<file path="config.mk">
export PLATFORM = sky130hd
export DESIGN_NAME = mmio_responder
export DESIGN_NICKNAME = d
export VERILOG_FILES = /design/src/rtl/mmio_responder.sv
export SDC_FILE = /design/constraint.sdc
export NUM_CORES = 1
export LEC_CHECK = 0
export ABC_CLOCK_PERIOD_IN_PS = 6900
export BUFFER_PORTS_ARGS = -buffer_cell sky130_fd_sc_hd__clkbuf_2
export CAP_MARGIN = 20
export CORE_UTILIZATION = 39
export DETAILED_ROUTE_END_ITERATION = 7
export PLACE_DENSITY_LB_ADDON = 0.2
export SYNTH_ARGS = -nofsm -noshare
export SYNTH_HDL_FRONTEND = slang
export SYNTH_SLANG_ARGS = --single-unit
</file>
<file path="constraint.sdc">
create_clock -name clk -period 6.9 [get_ports clk]
set_input_delay 0 -clock clk [delete_from_list [all_inputs] [get_ports clk]]
set_output_delay 0 -clock clk [all_outputs]
set_load 0.01 [all_outputs]
</file>
<file path="src/rtl/mmio_responder.sv">
// mmio_responder: 16-word MMIO window with a TX FIFO stream, an RX holding
// register, a status register and a scratch register. Read data is
// registered for one-cycle load latency.
module mmio_responder #(
  parameter int unsigned     WIDTH      = 16,
  parameter logic [WIDTH-1:0] BASE_ADDR = 16'hFF00,
  parameter int unsigned     FIFO_DEPTH = 4,
  parameter int unsigned     FIFO_AW    = 2
) (
  input  logic             clk,
  input  logic             reset,
  input  logic [WIDTH-1:0] mem_address,
  input  logic [WIDTH-1:0] data_to_mem_store,
  input  logic             write_to_memory,
  input  logic             reading_for_load,
  output logic [WIDTH-1:0] io_data_out,
  output logic             io_hit,
  output logic [WIDTH-1:0] out_data,
  output logic             out_valid,
  input  logic             out_ready,
  input  logic [WIDTH-1:0] in_data,
  input  logic             in_valid,
  output logic             in_ready
);

  localparam int unsigned CW = FIFO_AW + 1;

  localparam logic [3:0] OFF_TXDATA  = 4'd0;
  localparam logic [3:0] OFF_RXDATA  = 4'd1;
  localparam logic [3:0] OFF_STATUS  = 4'd2;
  localparam logic [3:0] OFF_SCRATCH = 4'd3;

  logic [WIDTH-1:0]   r_mem [FIFO_DEPTH];
  logic [FIFO_AW-1:0] r_wr_ptr;
  logic [FIFO_AW-1:0] r_rd_ptr;
  logic [CW-1:0]      r_count;
  logic               r_tx_overflow;
  logic               r_rx_full;
  logic [WIDTH-1:0]   r_rx_data;
  logic [WIDTH-1:0]   r_scratch;
  logic               r_io_hit;
  logic [WIDTH-1:0]   r_io_data;

  logic               w_sel;
  logic [3:0]         w_off;
  logic               w_wr;
  logic               w_rd;
  logic               w_full;
  logic               w_empty;
  logic               w_push;
  logic               w_pop;
  logic               w_push_ok;
  logic               w_ovf_set;
  logic               w_ovf_clr;
  logic               w_rx_accept;
  logic               w_rx_clear;
  logic [WIDTH-1:0]   w_status;
  logic [WIDTH-1:0]   w_rd_data;

  // Address decode and bus strobes
  assign w_sel = (mem_address[WIDTH-1:4] == BASE_ADDR[WIDTH-1:4]);
  assign w_off = mem_address[3:0];
  assign w_wr  = w_sel && write_to_memory;
  assign w_rd  = w_sel && reading_for_load;

  // FIFO control; a push into a full FIFO only succeeds if a pop frees a slot
  assign w_full    = (r_count == CW'(FIFO_DEPTH));
  assign w_empty   = (r_count == CW'(0));
  assign w_push    = w_wr && (w_off == OFF_TXDATA);
  assign w_pop     = out_valid && out_ready;
  assign w_push_ok = w_push && (!w_full || w_pop);
  assign w_ovf_set = w_push && w_full && !w_pop;
  assign w_ovf_clr = w_wr && (w_off == OFF_STATUS) && data_to_mem_store[3];

  // RX handshake; reading RXDATA frees the holding register
  assign in_ready    = !r_rx_full && !reset;
  assign w_rx_accept = in_valid && in_ready;
  assign w_rx_clear  = w_rd && (w_off == OFF_RXDATA);

  // Stream outputs come straight from FIFO state
  assign out_valid = !w_empty;
  assign out_data  = r_mem[r_rd_ptr];

  assign io_hit      = r_io_hit;
  assign io_data_out = r_io_data;

  // Status word and read-data mux
  always_comb begin
    w_status                = '0;
    w_status[FIFO_AW+4:4]   = r_count;
    w_status[3]             = r_tx_overflow;
    w_status[2]             = r_rx_full;
    w_status[1]             = w_empty;
    w_status[0]             = w_full;
    w_rd_data               = '0;
    case (w_off)
      OFF_RXDATA:  w_rd_data = r_rx_data;
      OFF_STATUS:  w_rd_data = w_status;
      OFF_SCRATCH: w_rd_data = r_scratch;
      default:     w_rd_data = '0;
    endcase
  end

  // TX FIFO storage, pointers and count
  always_ff @(posedge clk or posedge reset) begin
    if (reset) begin
      for (int i = 0; i < int'(FIFO_DEPTH); i++) r_mem[i] <= '0;
      r_wr_ptr <= '0;
      r_rd_ptr <= '0;
      r_count  <= '0;
    end else begin
      if (w_push_ok) begin
        r_mem[r_wr_ptr] <= data_to_mem_store;
        r_wr_ptr        <= r_wr_ptr + FIFO_AW'(1);
      end
      if (w_pop) r_rd_ptr <= r_rd_ptr + FIFO_AW'(1);
      case ({w_push_ok, w_pop})
        2'b10:   r_count <= r_count + CW'(1);
        2'b01:   r_count <= r_count - CW'(1);
        default: r_count <= r_count;
      endcase
    end
  end

  // Sticky overflow flag; a set in the same cycle as a clear wins
  always_ff @(posedge clk or posedge reset) begin
    if (reset)          r_tx_overflow <= 1'b0;
    else if (w_ovf_set) r_tx_overflow <= 1'b1;
    else if (w_ovf_clr) r_tx_overflow <= 1'b0;
  end

  // RX holding register; an accept never coincides with a full register
  always_ff @(posedge clk or posedge reset) begin
    if (reset) begin
      r_rx_full <= 1'b0;
      r_rx_data <= '0;
    end else if (w_rx_accept) begin
      r_rx_full <= 1'b1;
      r_rx_data <= in_data;
    end else if (w_rx_clear) begin
      r_rx_full <= 1'b0;
    end
  end

  // Scratch register
  always_ff @(posedge clk or posedge reset) begin
    if (reset)                                r_scratch <= '0;
    else if (w_wr && (w_off == OFF_SCRATCH))  r_scratch <= data_to_mem_store;
  end

  // Registered read response; captures pre-write register values
  always_ff @(posedge clk or posedge reset) begin
    if (reset) begin
      r_io_hit  <= 1'b0;
      r_io_data <= '0;
    end else begin
      r_io_hit  <= w_rd;
      r_io_data <= w_rd ? w_rd_data : '0;
    end
  end

endmodule

</file>
Word level (Yosys, flattened, before mapping)
Cells that the tools add are included.

Register bits: 122. Bits of input ports: 54. Output and inout bits: 35. Logic and storage cells: 67.

Add/subtract/negate cells: 4. Magnitude comparators: 3. Equal/unequal tests: 7. Mux-type cells: 13. Bitwise gates (word level): 2. Reductions and logical operators: 25.

Operators with widths (number): bitwise mux 64 bit (1); two-way mux 16 bit (4); case mux 16 bit (3 select lines) (1); binary-select mux 16 bit (select 2 bit) (1); demux 16 bit (select 2 bit) (1); logical AND 1 bit (14); == test 12 bit, second input constant (1); == test 4 x 2 -> 1 bit, second input constant (2); >= comparator 3 bit, second input constant (2); inverter 2 -> 3 bit (2); case mux 3 bit (2 select lines) (1); nonzero test 2 bit (3); zero test 1 bit (5); adder 2 x 1 -> 2 bit, second input constant (2); == test 4 x 1 -> 1 bit, second input constant (1); zero test 4 bit (1); two-way mux 1 bit (4); adder 3 x 1 -> 3 bit, second input constant (1); == test 3 bit, second input constant (1); zero test 3 bit (1); less-than comparator 3 x 1 -> 1 bit, second input constant (1); subtractor 3 x 1 -> 3 bit, second input constant (1); == test 2 x 1 -> 1 bit, second input constant (1); == test 2 bit, second input constant (1); logical OR 1 bit (1).

Depth between registers and ports, before layout
Gate-level depths: netlist of run 1.

Depth in word-level cells: 7. Mapped depth: 9. Gate-level depth less buffers: 9.

Least setup slack after synthesis of run 1
OpenSTA, ideal clock, no wires.

Path kind: reg-to-reg. From: register r_count[0]. To: register r_count[2]. Library setup time: 0.079 ns. Data arrival time: 2.253 ns. Required time: 6.821 ns. Slack: 4.568 ns. Stages on the path, launching flop included: 10. Buffers on the path: 0. Clock period less this slack: 2.332 ns. Cells stage by stage: dfrtp_1 > or4b_1 > nand2_2 > or3_1 > ha_1 > inv_1 > fa_1 > xor2_1 > nor2_1 > xor2_1.

Longest elaborated chain between the ends: 7. Elaborated cells between the ends (all ways): 13. Those cells by class: add/sub: 2; eq/ne: 3; mux: 1; reduce/logical: 7.

RTL lines: start, declared (line 36) `logic [CW-1:0] r_count;`; start signal, assigned (line 118) `2'b10: r_count <= r_count + CW'(1);`; start signal, assigned (line 119) `2'b01: r_count <= r_count - CW'(1);`; start signal, assigned (line 120) `default: r_count <= r_count;`; zero test 3 bit (line 68) `assign w_empty = (r_count == CW'(0));`; zero test 1 bit (line 81) `assign out_valid = !w_empty;`; logical AND 1 bit (line 70) `assign w_pop = out_valid && out_ready;`; logical OR 1 bit (line 71) `assign w_push_ok = w_push && (!w_full || w_pop);`; logical AND 1 bit (line 71); == test 2 x 1 -> 1 bit / == test 2 bit (equally long branches) (line 117) `case ({w_push_ok, w_pop})`; case mux 3 bit (2 select lines) / nonzero test 2 bit (equally long branches).

Parallel ways exist; a longest one is shown, timed or not. A chain may end at the register's enable or synchronous reset.

Worst setup path after layout of run 1
Ends and elaborated chain as after synthesis.

==> flow_summary.toml, run 1 <==
[synth]
synth_adder_area_share_pct = 1.56
synth_area_sq_um = 5310
syn_area_per_cell_sq_um = 15.3
ys.warnings.count = 0
sequential_area_share_after_synthesis_pct = 57.5
synth-main-ff-cell = "dfrtp_1"
synth_mux_area_share_pct = 27.6
synth_simple_gate_area_share_pct = 6.27
synth-edff-count = 0
netlist-cell-type-count = 38
synthesis.nets = 407
largest_family_of_logic_cells_by_synthesized_area = "multiplexers"
post_synth_inst_count = 347
postSynthRegisterBits = 122
synth_compound_area_share_pct = 3.46
synth_async_sr_flop_share_pct = 100
synthXorXnorAreaFrac_pct = 0.990

[final_layout]
layout-area-overhead-vs-synth_pct = 30.0
stdcell_area_sq_um = 6900
most-common-layout-cells = "122 x dfrtp_1, 93 x mux2_2, 89 x clkbuf_2"
layout_commonest_cell = "dfrtp_1"
antenna_cells = 0
fillCellCount = 1174
final_util_pct = 52.1
num-nets-final = 544
share_of_post_route_cells_with_drive_strength_above_1_pct = 49.4

[worst_setup_path]
cp_top_family = "simple AND/OR/NAND/NOR gates"
timing.setup.critical_path_class = "reg -> reg"
required_ns = 7.22
worst_r2r_path_depth = 9
critical_path_buf_inv_count = 1
crit_path_start_kind = "register"
crit_fanout = 6
timing.critical_path.slowest_cell_delay_ns = 0.60
crit_path_cell_trace = "or4b_1 -> nand2_2 -> or3_1 -> ha_1 -> inv_1 -> fa_1 -> xor2_1 -> nor2_1 -> xor2_1"
worst_ep_arrival_time_ns = 2.80
critical_path.reg2reg.startpoint = "r_count[0]"
ff2ff_setup_slack_ns = 4.42
crit_path_end_kind = "register"
regToRegEndpoint = "r_count[2]"
timing.critical_path.slowest_stage_cell = "or4b_1"
worst_path_most_repeated_cell = "xor2_1"

[sta]
timing_worst_slew_pin_value_ns = 0.943
relSlewSlack_pct = 37.1
max_freq_ghz = 0.403
period_needed_ns = 2.48
finClkSkew_ns = 0.00717
finalCritPeriodShare_pct = 35.9
final.setup.tns_ns = 0
maxSlewViolCount = 0
grt_setup_unrepaired = "no"
report.final.hold_viol_count = 0
setup_viol = 0

[clock_network]
cts_buffer_depth = 2
cts.sinks = 122
post-cts-setup-buffers = 0
cts_hold_repair.buffers = 37
cts.root.buffer_cell = "clkbuf_16"
gates_resized_cts_repair = 0
clk_pin_slew_worst_paths_ns = 0.05
inserted_clock_buffers = 17
clkLatencyLatePin_ns = 0.40
tritoncts = "done"
h-tree-depth = 4

[pwr]
peakVddDrop_mv = 0.168
total_leakage_power_uw = 0.00334
report.power.total_uw = 1950
power_density_nw_per_um2 = 283

[worst_hold_path]
whs_path_depth = 2
min_to = "r_tx_overflow"
hp-start = "mem_address[1]"
holdCritPathClass = "in -> reg"

[die]
initial_utilization_pct = 40.1
placement_rows = 42
design.die.area_sq_um = 14100
io_pins = 89
die_x_microns = 119
dieHeight_microns = 119
core_region_area_sq_um = 13200

[placed_design]
place.detailed.hpwl_mm = 7.60
placed_cell_area_sq_um = 5930
finalWeightedCongestion = 0.729
place.port_buffers = 88

[grt]
grt_pass1_vias = 3682
antenna_found_initial = 0
first_pass_grt_wire_length_mm = 18.4
grt.total_usage_pct = 17.2
maximum_number_of_pins_on_one_net_before_global_route_repair = 65
globalRoute.totalOverflow = 0

[routing]
total_detailed_routing_wirelength_mm = 11.3
drt_iter0_drc = 188
detailroute.via_count = 3363
detail_route.first_pass.iterations = 6
drc_viols = 0
vias_per_cell = 5.00
postRouteAntennaNets = 0
routed_wire_length_per_instance_microns = 16.8

[run_status]
status = "completed"

[flow_run]
max_cap_viol_count = 0
worst reg2reg max path, delay by kind of cell (launching register included):
family        cells  cell delay, ns
buf+inv           1            0.06
flops             1            0.42
simple gates      4            1.10
xor+xnor          2            0.30
fa+ha+maj         2            0.54
state kept, by name (all words and copies together), names as in the netlist:
signal	flops
io_hit	1
r_tx_overflow	1
r_mem	64
r_count	3
r_wr_ptr	2
r_scratch	16
r_rx_full	1
r_rd_ptr	2
io_data_out	16
r_rx_data	16
synth_stat cells, types with 2 or more instances:
master,instances,share of area (%)
nor2_1,12,0.85
mux2_2,93,20
and2_1,2,0.24
and4_1,2,0.33
and4bb_2,2,0.47
buf_6,4,0.85
mux2_1,4,0.85
inv_1,11,0.78
xnor2_1,3,0.50
mux4_2,16,6.8
a21oi_1,7,0.66
xor2_1,3,0.50
a22oi_1,16,2.3
ha_1,5,1.2
dfrtp_1,122,58
clkbuf_1,6,0.42
nor4_4,4,1.6
buf_2,5,0.47
nor3_1,3,0.28
nand2_1,9,0.64
report_power, final:
part / leakage [uW] / switching, uW / internal [uW] / total [uW]
registers: 0.00165 / 72.2 / 781 / 853
logic: 0.00140 / 99.7 / 130 / 229
clock network: 0.000289 / 293 / 577 / 870
area by class of cell:
cell class                 count  area [sq um]  area share (%)
sequential                   122          3050            44.3
multi-input combinational    198          2110            30.6
timing repair buffer         134           876            12.7
clock buffer                  25           505            7.33
tap                          176           220            3.19
clock inverter                 6          86.3            1.25
inverter                      11          43.8           0.635
per-layer routing:
metal	part of all wire, %	vias up	track usage, %
met5	0	-	0
met4	1.3	0	5.70
met3	3.6	13	5.16
met2	51	60	28.7
met1	44	1748	21.2
li1	-	1542	-
per-stage QoR:
step | worst slack (ns) | hold slack (ns) | cells
3_3_place_gp | 4.50 | 0.175 | 603
3_5_place_dp | 4.42 | 0.187 | 603
6_report | 4.42 | 0.0658 | 672
5_1_grt | 4.27 | 0.0747 | 672
2_1_floorplan | 3.66 | 0.0475 | 347
4_1_cts | 4.41 | 0.0535 | 671
cells by family (layout without fill, tap and decap cells):
| kind of cell | Yosys count | after routing |
|---|---|---|
| mux | 114 | 114 |
| buf+inv | 27 | 176 |
| xor+xnor | 6 | 6 |
| fa+ha+maj | 6 | 6 |
| compound gates | 27 | 27 |
| simple gates | 45 | 45 |
| flops | 122 | 122 |
worst max-delay path by stage:
| stage | from | to | slack, ns | cells past startpoint |
|---|---|---|---|---|
| after floorplan | reset | io_data_out[0] | 3.66 | 1 |
| after global placement | r_count[0] | r_count[2] | 4.50 | 9 |
| after detailed placement | r_count[0] | r_count[2] | 4.42 | 9 |
| after CTS | r_count[0] | r_count[2] | 4.41 | 9 |
| after global routing | r_count[0] | r_count[2] | 4.27 | 9 |
| final | r_count[0] | r_count[2] | 4.42 | 9 |
Note: power is estimated with default switching activity, not from simulation.
==> run 2, diff against run 1 <==
--- a/config.mk
+++ b/config.mk
@@ -5,7 +5,7 @@
 export SDC_FILE = /design/constraint.sdc
 export NUM_CORES = 1
 export LEC_CHECK = 0
-export ABC_CLOCK_PERIOD_IN_PS = 6900
+export ABC_CLOCK_PERIOD_IN_PS = 2300
 export BUFFER_PORTS_ARGS = -buffer_cell sky130_fd_sc_hd__clkbuf_2
 export CAP_MARGIN = 20
 export CORE_UTILIZATION = 39
==> constraint.sdc (replaced) <==
create_clock -name clk -period 2.3 [get_ports clk]
set_input_delay 0 -clock clk [delete_from_list [all_inputs] [get_ports clk]]
set_output_delay 0 -clock clk [all_outputs]
set_load 0.01 [all_outputs]
==> flow_summary.toml, run 2 (same netlist as run 1, synthesis figures left out) <==
[routing]
detailroute.via_count = 3401
detail_route.first_pass.iterations = 5
drt_iter0_drc = 191
drc_viols = 0
total_detailed_routing_wirelength_mm = 11.6
routed_wire_length_per_instance_microns = 17.0
postRouteAntennaNets = 0
vias_per_cell = 4.96

[worst_setup_path]
critical_path.reg2reg.startpoint = "r_count[1]"
required_ns = 2.63
regToRegEndpoint = "r_count[2]"
crit_path_end_kind = "register"
worst_r2r_path_depth = 9
timing.setup.critical_path_class = "reg -> reg"
ff2ff_setup_slack_ns = 0.09
crit_path_cell_trace = "or4b_4 -> nand2_8 -> or3_1 -> ha_1 -> inv_1 -> fa_2 -> xor2_1 -> nor2_1 -> xor2_1"
crit_path_start_kind = "register"
timing.critical_path.slowest_stage_cell = "or4b_4"
critical_path_buf_inv_count = 1
timing.critical_path.slowest_cell_delay_ns = 0.57
worst_ep_arrival_time_ns = 2.54
crit_fanout = 5
worst_path_most_repeated_cell = "xor2_1"
cp_top_family = "simple AND/OR/NAND/NOR gates"

[final_layout]
largest_reg_flops = 64
layout.cells.non_filler = 685
share_of_post_route_cells_with_drive_strength_above_1_pct = 52.1
layout-area-overhead-vs-synth_pct = 34.5
fillCellCount = 1177
largest_register = "r_mem"
layout_commonest_cell = "dfrtp_1"
final_util_pct = 53.9
num-nets-final = 556
most-common-layout-cells = "122 x dfrtp_1, 93 x mux2_2, 88 x clkbuf_2"
antenna_cells = 0

[pwr]
report.power.total_uw = 6430
peakVddDrop_mv = 0.551
power_density_nw_per_um2 = 900
total_leakage_power_uw = 0.00344

[clock_network]
clk_pin_slew_worst_paths_ns = 0.05
cts.sinks = 122
cts.root.buffer_cell = "clkbuf_16"
tritoncts = "done"
inserted_clock_buffers = 17
h-tree-depth = 4
clkLatencyLatePin_ns = 0.41
cts_buffer_depth = 2

[die]
design.die.area_sq_um = 14100
dieHeight_microns = 119
placement_rows = 42
io_pins = 89
core_region_area_sq_um = 13200
die_x_microns = 119
initial_utilization_pct = 40.1

[worst_hold_path]
hp-start = "out_ready"
holdCritPathClass = "in -> reg"
whs_path_depth = 3
min_to = "r_rd_ptr[0]"

[placed_design]
dpl.cell_count = 617
finalWeightedCongestion = 0.706
place.port_buffers = 88
detailedPlace.worstSlack_ns = -0.0284
place.detailed.hpwl_mm = 7.80

[grt]
globalRoute.totalOverflow = 0
first_pass_grt_wire_length_mm = 19.3
maximum_number_of_pins_on_one_net_before_global_route_repair = 72
grt_pass1_vias = 3702
antenna_found_initial = 0
grt.total_usage_pct = 18.2

[sta]
final.setup.tns_ns = 0
report.final.hold_viol_count = 0
timing_worst_slew_pin_value_ns = 0.765
period_needed_ns = 2.21
maxSlewViolCount = 0
setup_viol = 0
relSlewSlack_pct = 48.6
max_freq_ghz = 0.452
finalCritPeriodShare_pct = 96.2
finClkSkew_ns = 0.00860
grt_setup_unrepaired = "yes"
postLayoutSetupSlackWorst_ns = 0.0873

[run_status]
status = "completed"

[flow_run]
max_cap_viol_count = 0
-- run 2: changes by cell type in the layout (fill, tap and decap cells not counted), sizes merged --
cell	change
dlygate4sd3	-3
clkinv	-2
clkbuf	-5
bufinv	+4
clkinvlp	+4
inv	-1
buf	+16
-- run 2: worst register-to-register path: cells and delay by family (launching register included) --
kind,cells,cell delay (ns)
xor+xnor,2,0.29
fa+ha+maj,2,0.51
simple gates,4,0.91
flops,1,0.37
buf+inv,1,0.06
-- run 2: how the worst max path moves through the flow --
stage | startpoint | endpoint | slack (ns) | cells past startpoint
after global placement | r_count[0] | r_count[2] | 0.03 | 9
after global routing | r_count[1] | r_count[2] | -0.01 | 9
after CTS | r_count[0] | r_count[2] | 0.0004 | 9
after detailed placement | r_count[0] | r_count[2] | -0.03 | 9
final | r_count[1] | r_count[2] | 0.09 | 9
after floorplan | r_count[0] | r_count[2] | 0.005 | 9
-- run 2: layout make-up --
class | count | area, sq um | area share, %
clock buffers | 21 | 470 | 6.59
clock inverters | 11 | 215 | 3.01
well taps | 176 | 220 | 3.08
repair buffers | 146 | 1000 | 14.0
flip-flops and latches | 122 | 3050 | 42.8
multi-input cells | 198 | 2130 | 29.9
inverters | 11 | 45.0 | 0.631
-- run 2: what timing repair did --
| action | 4_1_cts | 5_1_grt |
|---|---|---|
| setup buffers | 0 | 2 |
| hold buffers | 34 | 0 |
| pin swaps | 0 | 2 |
| resized for setup | 1 | 2 |
| endpoints found under the setup margin | 1 | 7 |
| endpoints found under the hold margin | 148 | 0 |
-- run 2: stage by stage --
step / hold WS (ns) / cell area [sq um]
2_1_floorplan: 0.0475 / 5320
3_3_place_gp: 0.0326 / 6070
3_5_place_dp: 0.0367 / 6080
4_1_cts: 0.00744 / 7110
5_1_grt: 0.0181 / 7140
6_report: 0.0202 / 7140
-- run 2: power by group --
group	internal, uW	leakage, uW	total [uW]	switching, uW
clock network	2120	0.000322	3060	940
logic	471	0.00147	861	390
registers	2340	0.00165	2510	165
total	4930	0.00344	6430	1500
-- run 2: per-layer routing --
metal | track usage (%) | wire length (microns) | vias to the layer above
li1 | - | - | 1569
met1 | 22.8 | 5000 | 1749
met2 | 29.8 | 6030 | 72
met3 | 4.87 | 440 | 11
met4 | 7.20 | 142 | 0
met5 | 0 | 0 | -
